### src/rtl/matrix_op_sequencer_pkg.sv
// Shared definitions for the matrix op sequencer: FSM state encoding and the
// op codes understood by the external matrix ALU.
package matrix_op_sequencer_pkg;

   typedef enum logic [2:0] {
      S_IDLE  = 3'd0,
      S_READ  = 3'd1,
      S_WAIT  = 3'd2,
      S_EXEC  = 3'd3,
      S_WRITE = 3'd4,
      S_DONE  = 3'd5
   } mseq_state_e;

   localparam logic [2:0] OP_ADD  = 3'd0;
   localparam logic [2:0] OP_SUB  = 3'd1;
   localparam logic [2:0] OP_AND  = 3'd2;
   localparam logic [2:0] OP_OR   = 3'd3;
   localparam logic [2:0] OP_XOR  = 3'd4;
   localparam logic [2:0] OP_MUL  = 3'd5;
   localparam logic [2:0] OP_PASA = 3'd6;
   localparam logic [2:0] OP_PASB = 3'd7;

endpackage

### src/rtl/matrix_op_sequencer_index_counter.sv
// Element index for the sequencer: cleared on an accepted start, bumped once
// per WRITE; last flags the final element of the latched length.
module matrix_op_sequencer_index_counter
   import matrix_op_sequencer_pkg::*;
#(
   parameter int ADDR_W = 10
) (
   input  logic              clk,
   input  logic              reset,
   input  logic              clear,
   input  logic              inc,
   input  logic [ADDR_W-1:0] len,
   output logic [ADDR_W-1:0] index,
   output logic              last
);

   logic [ADDR_W-1:0] index_q;
   logic [ADDR_W-1:0] index_d;

   // next index: clear wins over increment
   always_comb begin
      index_d = index_q;
      if (clear) begin
         index_d = {ADDR_W{1'b0}};
      end else if (inc) begin
         index_d = index_q + ADDR_W'(1);
      end else begin
         index_d = index_q;
      end
   end

   // index register
   always_ff @(posedge clk or posedge reset) begin
      if (reset) begin
         index_q <= {ADDR_W{1'b0}};
      end else begin
         index_q <= index_d;
      end
   end

   assign index = index_q;
   assign last  = (index_q == (len - ADDR_W'(1)));

endmodule

### src/rtl/matrix_op_sequencer.sv
// Element-by-element sequencer between the start/done FSM, the dual-port matrix
// RAM and the combinational ALU. Optional abort: define MSEQ_ABORT_EN.
module matrix_op_sequencer
   import matrix_op_sequencer_pkg::*;
#(
   parameter int DATA_W = 16,
   parameter int ADDR_W = 10,
   parameter int OP_W   = 3
) (
   input  logic              clk,
   input  logic              reset,
   input  logic              start,
   input  logic [OP_W-1:0]   op,
   input  logic [ADDR_W-1:0] base_a,
   input  logic [ADDR_W-1:0] base_b,
   input  logic [ADDR_W-1:0] base_c,
   input  logic [ADDR_W-1:0] len,
`ifdef MSEQ_ABORT_EN
   input  logic              abort,
   output logic              aborted,
`endif
   output logic              busy,
   output logic              done,
   output logic [ADDR_W-1:0] addr_a,
   output logic [DATA_W-1:0] data_a,
   output logic              we_a,
   input  logic [DATA_W-1:0] q_a,
   output logic [ADDR_W-1:0] addr_b,
   output logic              we_b,
   input  logic [DATA_W-1:0] q_b,
   output logic [OP_W-1:0]   alu_op,
   output logic [DATA_W-1:0] alu_x,
   output logic [DATA_W-1:0] alu_y,
   input  logic [DATA_W-1:0] alu_res
);

   mseq_state_e state_q, state_d, state_nrm;
   logic [OP_W-1:0]   op_q, op_d;
   logic [ADDR_W-1:0] base_a_q, base_a_d, base_b_q, base_b_d, base_c_q, base_c_d;
   logic [ADDR_W-1:0] len_q, len_d;
   logic [ADDR_W-1:0] addr_a_q, addr_a_d, addr_b_q, addr_b_d;
   logic [DATA_W-1:0] data_a_q, data_a_d, alu_x_q, alu_x_d, alu_y_q, alu_y_d;
   logic              we_a_q, we_a_d, busy_q, busy_d, done_q, done_d;
   logic              ctr_clear, ctr_inc, last, abort_hit;
   logic [ADDR_W-1:0] index;

   matrix_op_sequencer_index_counter #(.ADDR_W(ADDR_W)) u_index (
      .clk   (clk),
      .reset (reset),
      .clear (ctr_clear),
      .inc   (ctr_inc),
      .len   (len_q),
      .index (index),
      .last  (last)
   );

`ifdef MSEQ_ABORT_EN
   logic aborted_q, aborted_d;

   assign abort_hit = abort && (state_q != S_IDLE) && (state_q != S_DONE);

   // aborted flag: raised with the forced DONE, cleared by the next accepted start
   always_comb begin
      if ((state_q == S_IDLE) && start) begin
         aborted_d = 1'b0;
      end else if (abort_hit) begin
         aborted_d = 1'b1;
      end else begin
         aborted_d = aborted_q;
      end
   end

   // aborted flag register
   always_ff @(posedge clk or posedge reset) begin
      if (reset) begin
         aborted_q <= 1'b0;
      end else begin
         aborted_q <= aborted_d;
      end
   end

   assign aborted = aborted_q;
`else
   assign abort_hit = 1'b0;
`endif

   // state register
   always_ff @(posedge clk or posedge reset) begin
      if (reset) begin
         state_q <= S_IDLE;
      end else begin
         state_q <= state_d;
      end
   end

   // next-state logic; an abort overrides the normal walk
   always_comb begin
      state_nrm = state_q;
      case (state_q)
         S_IDLE: begin
            if (start) begin
               state_nrm = (len == {ADDR_W{1'b0}}) ? S_DONE : S_READ;
            end else begin
               state_nrm = S_IDLE;
            end
         end
         S_READ:  state_nrm = S_WAIT;
         S_WAIT:  state_nrm = S_EXEC;
         S_EXEC:  state_nrm = S_WRITE;
         S_WRITE: state_nrm = last ? S_DONE : S_READ;
         S_DONE:  state_nrm = S_IDLE;
         default: state_nrm = S_IDLE;
      endcase
      state_d = abort_hit ? S_DONE : state_nrm;
   end

   // output/datapath next values; strobes are decoded from the state being entered
   // so every RAM and handshake output comes straight from a flop
   always_comb begin
      op_d      = op_q;
      base_a_d  = base_a_q;
      base_b_d  = base_b_q;
      base_c_d  = base_c_q;
      len_d     = len_q;
      addr_a_d  = addr_a_q;
      addr_b_d  = addr_b_q;
      data_a_d  = data_a_q;
      alu_x_d   = alu_x_q;
      alu_y_d   = alu_y_q;
      ctr_clear = 1'b0;
      ctr_inc   = 1'b0;
      we_a_d    = (state_d == S_WRITE);
      done_d    = (state_d == S_DONE);
      busy_d    = (state_d != S_IDLE);
      case (state_q)
         S_IDLE: begin
            if (start) begin
               op_d      = op;
               base_a_d  = base_a;
               base_b_d  = base_b;
               base_c_d  = base_c;
               len_d     = len;
               addr_a_d  = base_a;
               addr_b_d  = base_b;
               ctr_clear = 1'b1;
            end else begin
               ctr_clear = 1'b0;
            end
         end
         S_WAIT: begin
            alu_x_d = q_a;
            alu_y_d = q_b;
         end
         S_EXEC: begin
            addr_a_d = base_c_q + index;
            data_a_d = alu_res;
         end
         S_WRITE: begin
            ctr_inc  = 1'b1;
            addr_a_d = base_a_q + index + ADDR_W'(1);
            addr_b_d = base_b_q + index + ADDR_W'(1);
         end
         default: begin
            ctr_inc = 1'b0;
         end
      endcase
   end

   // latched command and registered outputs
   always_ff @(posedge clk or posedge reset) begin
      if (reset) begin
         op_q     <= {OP_W{1'b0}};
         base_a_q <= {ADDR_W{1'b0}};
         base_b_q <= {ADDR_W{1'b0}};
         base_c_q <= {ADDR_W{1'b0}};
         len_q    <= {ADDR_W{1'b0}};
         addr_a_q <= {ADDR_W{1'b0}};
         addr_b_q <= {ADDR_W{1'b0}};
         data_a_q <= {DATA_W{1'b0}};
         alu_x_q  <= {DATA_W{1'b0}};
         alu_y_q  <= {DATA_W{1'b0}};
         we_a_q   <= 1'b0;
         busy_q   <= 1'b0;
         done_q   <= 1'b0;
      end else begin
         op_q     <= op_d;
         base_a_q <= base_a_d;
         base_b_q <= base_b_d;
         base_c_q <= base_c_d;
         len_q    <= len_d;
         addr_a_q <= addr_a_d;
         addr_b_q <= addr_b_d;
         data_a_q <= data_a_d;
         alu_x_q  <= alu_x_d;
         alu_y_q  <= alu_y_d;
         we_a_q   <= we_a_d;
         busy_q   <= busy_d;
         done_q   <= done_d;
      end
   end

   assign busy   = busy_q;
   assign done   = done_q;
   assign addr_a = addr_a_q;
   assign data_a = data_a_q;
   assign we_a   = we_a_q;
   assign addr_b = addr_b_q;
   assign we_b   = 1'b0;
   assign alu_op = op_q;
   assign alu_x  = alu_x_q;
   assign alu_y  = alu_y_q;

endmodule

### config.mk
export PLATFORM = sky130hd
export DESIGN_NAME = matrix_op_sequencer
export DESIGN_NICKNAME = d
export VERILOG_FILES = /design/src/rtl/matrix_op_sequencer_pkg.sv /design/src/rtl/matrix_op_sequencer_index_counter.sv /design/src/rtl/matrix_op_sequencer.sv
export SDC_FILE = /design/constraint.sdc
export NUM_CORES = 1
export LEC_CHECK = 0
export CORE_ASPECT_RATIO = 0.5
export CORE_MARGIN = 2
export CORE_UTILIZATION = 44
export DETAILED_ROUTE_END_ITERATION = 12
export PLACE_DENSITY = 0.73
export SETUP_SLACK_MARGIN = 0.5
export SYNTH_ARGS = -nofsm -noshare
export SYNTH_HDL_FRONTEND = slang
export SYNTH_SLANG_ARGS = --single-unit
### constraint.sdc
create_clock -name clk -period 4.75 [get_ports clk]
set_input_delay 1.425 -clock clk [delete_from_list [all_inputs] [get_ports clk]]
set_output_delay 1.425 -clock clk [all_outputs]
set_load 0.02 [all_outputs]
Yosys cells after proc, flatten, opt, wreduce, memory -nomap -nowiden --
Cells that the tools add are included.
Storage, ports and cells: output and inout port bits 75, flip-flop bits (word level) 127
Cells by class: reduce and logical (&&, ||, !) cells 9, $add $sub $neg 7, equality and inequality tests 8, mux-type cells 13
Operator list (number):
- 10-bit 2-to-1 mux | 4
- 10-bit by 1-bit adder with 10-bit output (second input constant) | 3
- 10-bit adder | 3
- 10-bit one-hot mux with 3 select lines | 1
- 10-bit one-hot mux with 2 select lines | 1
- 3-bit one-hot mux with 5 select lines | 1
- 10-bit equality test | 1
- 10-bit zero test | 1
- 10-bit by 1-bit subtractor with 10-bit output (second input constant) | 1
- 3-bit equality test (second input constant) | 3
- 3-bit 2-to-1 mux | 3
- 3-bit by 2-bit equality test with 1-bit output (second input constant) | 2
- 2-bit AND reduction | 3
- 3-bit nonzero test | 2
- 2-bit nonzero test | 2
- 3-bit by 1-bit equality test with 1-bit output (second input constant) | 1
- 3-bit zero test | 1
- 1-bit 2-to-1 mux | 3
- 2-bit != test (second input constant) | 1

Depth between registers and ports, before layout --
depth in word-level cells 5, mapped depth 10

Cells and area by module --
From an unflattened synthesis, not the netlist that was laid out.
Second synthesis, totals: cell total of the unflattened synthesis 698, area total of the unflattened synthesis 6671.4 um^2
Modules (own cells, without submodules):
- matrix_op_sequencer | area each 5835.6 um^2, cells an instance 601, seq. area each 2927.8 um^2, instances 1
- matrix_op_sequencer_index_counter | area each 835.8 um^2, cells an instance 97, seq. area each 250.2 um^2, instances 1

Least setup slack after synthesis --
Ideal clock, no wire load.
path type input to register, start input port start, end register busy_q (netlist: busy), stages on the path 3, buffers on the path 1, setup slack 2418 ps, required time 4602 ps, arrival 2184 ps, path through o21ai_1 -> clkbuf_1 -> o2111ai_1
Between the ends: longest elaborated chain between the ends 3
RTL lines:
- start, declared | line matrix_op_sequencer.sv:12 | input logic start,
- 3-bit 2-to-1 mux | line matrix_op_sequencer.sv:101 | if (start) begin
- 3-bit one-hot mux with 5 select lines | line matrix_op_sequencer.sv:99 | case (state_q)
- 3-bit nonzero test | line matrix_op_sequencer.sv:134 | busy_d = (state_d != S_IDLE);
- named net busy_d | line matrix_op_sequencer.sv:43 | logic we_a_q, we_a_d, busy_q, busy_d, done_q, done_d;
- end signal, assigned | line matrix_op_sequencer.sv:197 | busy_q <= busy_d;
- end, declared | line matrix_op_sequencer.sv:43
The timed path passes the listed nets, and every way through them passes these cells. A chain may end at the register's enable or synchronous reset.

Worst setup path in the final report --
start register addr_a_q[5] (netlist: addr_a[5]), end output port addr_a[5]
RTL lines:
- start, declared | line matrix_op_sequencer.sv:41 | logic [ADDR_W-1:0] addr_a_q, addr_a_d, addr_b_q, addr_b_d;
- start signal, assigned | line matrix_op_sequencer.sv:177 | addr_a_q <= {ADDR_W{1'b0}};
- start signal, assigned | line matrix_op_sequencer.sv:191 | addr_a_q <= addr_a_d;
- end, declared | line matrix_op_sequencer.sv:24 | output logic [ADDR_W-1:0] addr_a,
No word-level cell between the ends.

==> results.toml <==
[logic_synthesis]
syn_area_per_cell_sq_um = 9.61
ys.flop_type = "dfrtp_1"
syn-num-nets = 795
synthArstFlopShare = 1.00
syn-cell-area_sq_um = 6430
synth_cells = 669
synth_edf_count = 0
seq_area_frac_synth = 0.494
synth_seq_cells = 127
synthDistinctLibCells = 57
yosysWarnings = 0

[sta]
fin_setup_tns_ns = 0
min_period_ns = 2.84
fin_skew_ns = 0.0103
worstMarginPinSlew_ns = 0.925
maxSlewViolCount = 0
max_freq_ghz = 0.352
hold_viol = 0
whs_ns = 0.475
setup_violations = 0
grt_setup_unrepaired = "no"
worst_slack_ns = 1.91
slew_headroom = 0.382
period_share = 0.599

[worst_setup_path]
cp_num_buf_inv = 1
start_kind = "register"
cpPeakStageDelay_ns = 0.63
crit_path_top_delay_cell = "clkdlybuf4s50_1"
crit_start = "addr_a[5]$_DFFE_PP0P_"
cp-end-kind = "output pin"
cp_cell_sequence = "clkdlybuf4s50_1"
timing.rr.start = "u_index.index[0]$_DFFE_PP0P_"
crit_family = "buffers and inverters"
critPathKind = "register to output pin"
critPathArrivalTime_ns = 1.42
crit_fanout = 2
worstPathRequired_ns = 3.32

[worst_hold_path]
worstHoldStart = "data_a[3]$_DFFE_PP0P_"
hold_path.class = "register to register"

[clock_tree]
numClockSinks = 127
cts-root-buf = "clkbuf_16"
cts_buffers = 17
post_cts_buffers = 0
insertion_delay_ns = 0.41
ctsHoldBuffers = 0
cts_tree = "built"
clk_pin_slew_ns = 0.06
ctsResizeCount = 0
h-tree-depth = 4
max-clock-path-buffers = 2

[drt]
route.detailed.drc = 0
antenna_left = 0
routed-via-count = 5368
drt-initial-drc-count = 270
vias_per_cell = 5.12
wl_um = 15900
avgRoutedWirePerCell_um = 15.1
firstDrtPassIters = 5

[finish]
layout_commonest_cell = "nand2_1"
antenna_cells = 0
final_cell_mix = "nand2_1 (198), clkdlybuf4s50_1 (167), dfrtp_1 (127)"
final_area_sq_um = 8880
nNetsFinal = 964
drive_gt1_frac = 0.101
area_growth_pct = 38.2

[power]
p_per_area_nw_per_um2 = 681
vdd_drop_max_v = 0.000380
leakagePower_uw = 0.00404

[placement]
place_ws_ns = 1.52
gp_congestion = 0.847
dpl.hpwl_um = 11200
placed_cell_area_sq_um = 8330
io_buffers = 167

[floorplanning]
design.die.area_sq_um = 15700
die_x_um = 175
num_rows = 31
core_area_sq_um = 14400
start_util = 0.448
die_h_um = 89.5
ios = 169

[global_route]
antenna_found_initial = 0
first_global_vias = 5307
grt_pass1_wl_um = 25600
grt_usage = 0.208
grt_max_degree = 52
overflow = 0

[job]
max_cap_violations = 0

[outcome]
status = "finished clean"
-- final cells by class --
cell class / instances / area [sq um]
multi-input cells: 497 / 3080
clock inverters: 14 / 120
fillers: 1215 / 5470
inverters: 18 / 71.3
well taps: 198 / 248
clock buffers: 18 / 429
flip-flops and latches: 127 / 3180
repair buffers: 177 / 1760
-- sequential cells by signal, indices dropped and copies added, names as in the netlist --
name,flops
addr_a,10
addr_b,10
alu_op,3
alu_x,16
alu_y,16
base_a_q,10
base_b_q,10
base_c_q,10
busy,1
data_a,16
done,1
len_q,10
state_q,3
u_index.index,10
we_a,1
-- synth_stat cells (all sizes together) (5+ instances only) --
cell type  count  area (sq um)
nand3         12          60.1
nor3           9          45.0
mux2          32           360
clkbuf        13          48.8
nand2        198           743
a21oi         25           129
nor4           6          52.6
nand2b         5          31.3
xnor2         19           166
nor2          30           123
o21ai         44           220
o211ai        11          82.6
ha            29           363
dfrtp        127          3180
xor2          21           184
buf           14          71.3
inv           18          67.6
-- tightest hold or removal path: stages, from the launching register on --
cell and delay, ns:
dfrtp_1 0.34, nand2_1 0.05, nand2_1 0.06
-- stage by stage --
step | cells | util | total power [uW]
global placement | 1017 | 0.581 | 4800
finish | 1049 | 0.619 | 6050
floorplan | 669 | - | 3740
global route | 1049 | 0.619 | 6500
detailed placement | 1017 | 0.581 | 4870
CTS | 1049 | 0.619 | 6120
-- power breakdown --
group | switching [uW] | total [uW] | internal (uW)
clock network | 483 | 1200 | 717
logic | 1530 | 2900 | 1370
registers | 360 | 1950 | 1590
total | 2380 | 6050 | 3680
-- final timing paths --
check                                   endpoint  slack (ns)  cells after the start
min                        data_a[3]$_DFFE_PP0P_        0.47                      2
min in group asynchronous  alu_y[12]$_DFFE_PP0P_        1.57                      2
max in group asynchronous   alu_x[6]$_DFFE_PP0P_        2.40                      3
max                                    addr_a[5]        1.91                      1
max reg2reg                addr_a[8]$_DFFE_PP0P_        2.16                      8
min reg2reg                data_a[3]$_DFFE_PP0P_        0.47                      2
-- logic make-up after synthesis --
family,count (synthesis),synth area share
mux,32,0.0561
simple gates,278,0.186
other cells,1,0.000583
buf+inv,45,0.0292
flops,127,0.494
fa+ha+maj,32,0.0658
compound gates,114,0.113
xor+xnor,40,0.0545
-- layer usage --
metal  GRT usage  vias to the layer above  share of wire
li1            -                     2618              -
met1       0.264                     2576           0.45
met2       0.342                      159           0.47
met3      0.0651                       15          0.071
met4      0.0705                        0          0.012
met5           0                        -              0
Note: power is estimated with default switching activity, not from simulation.
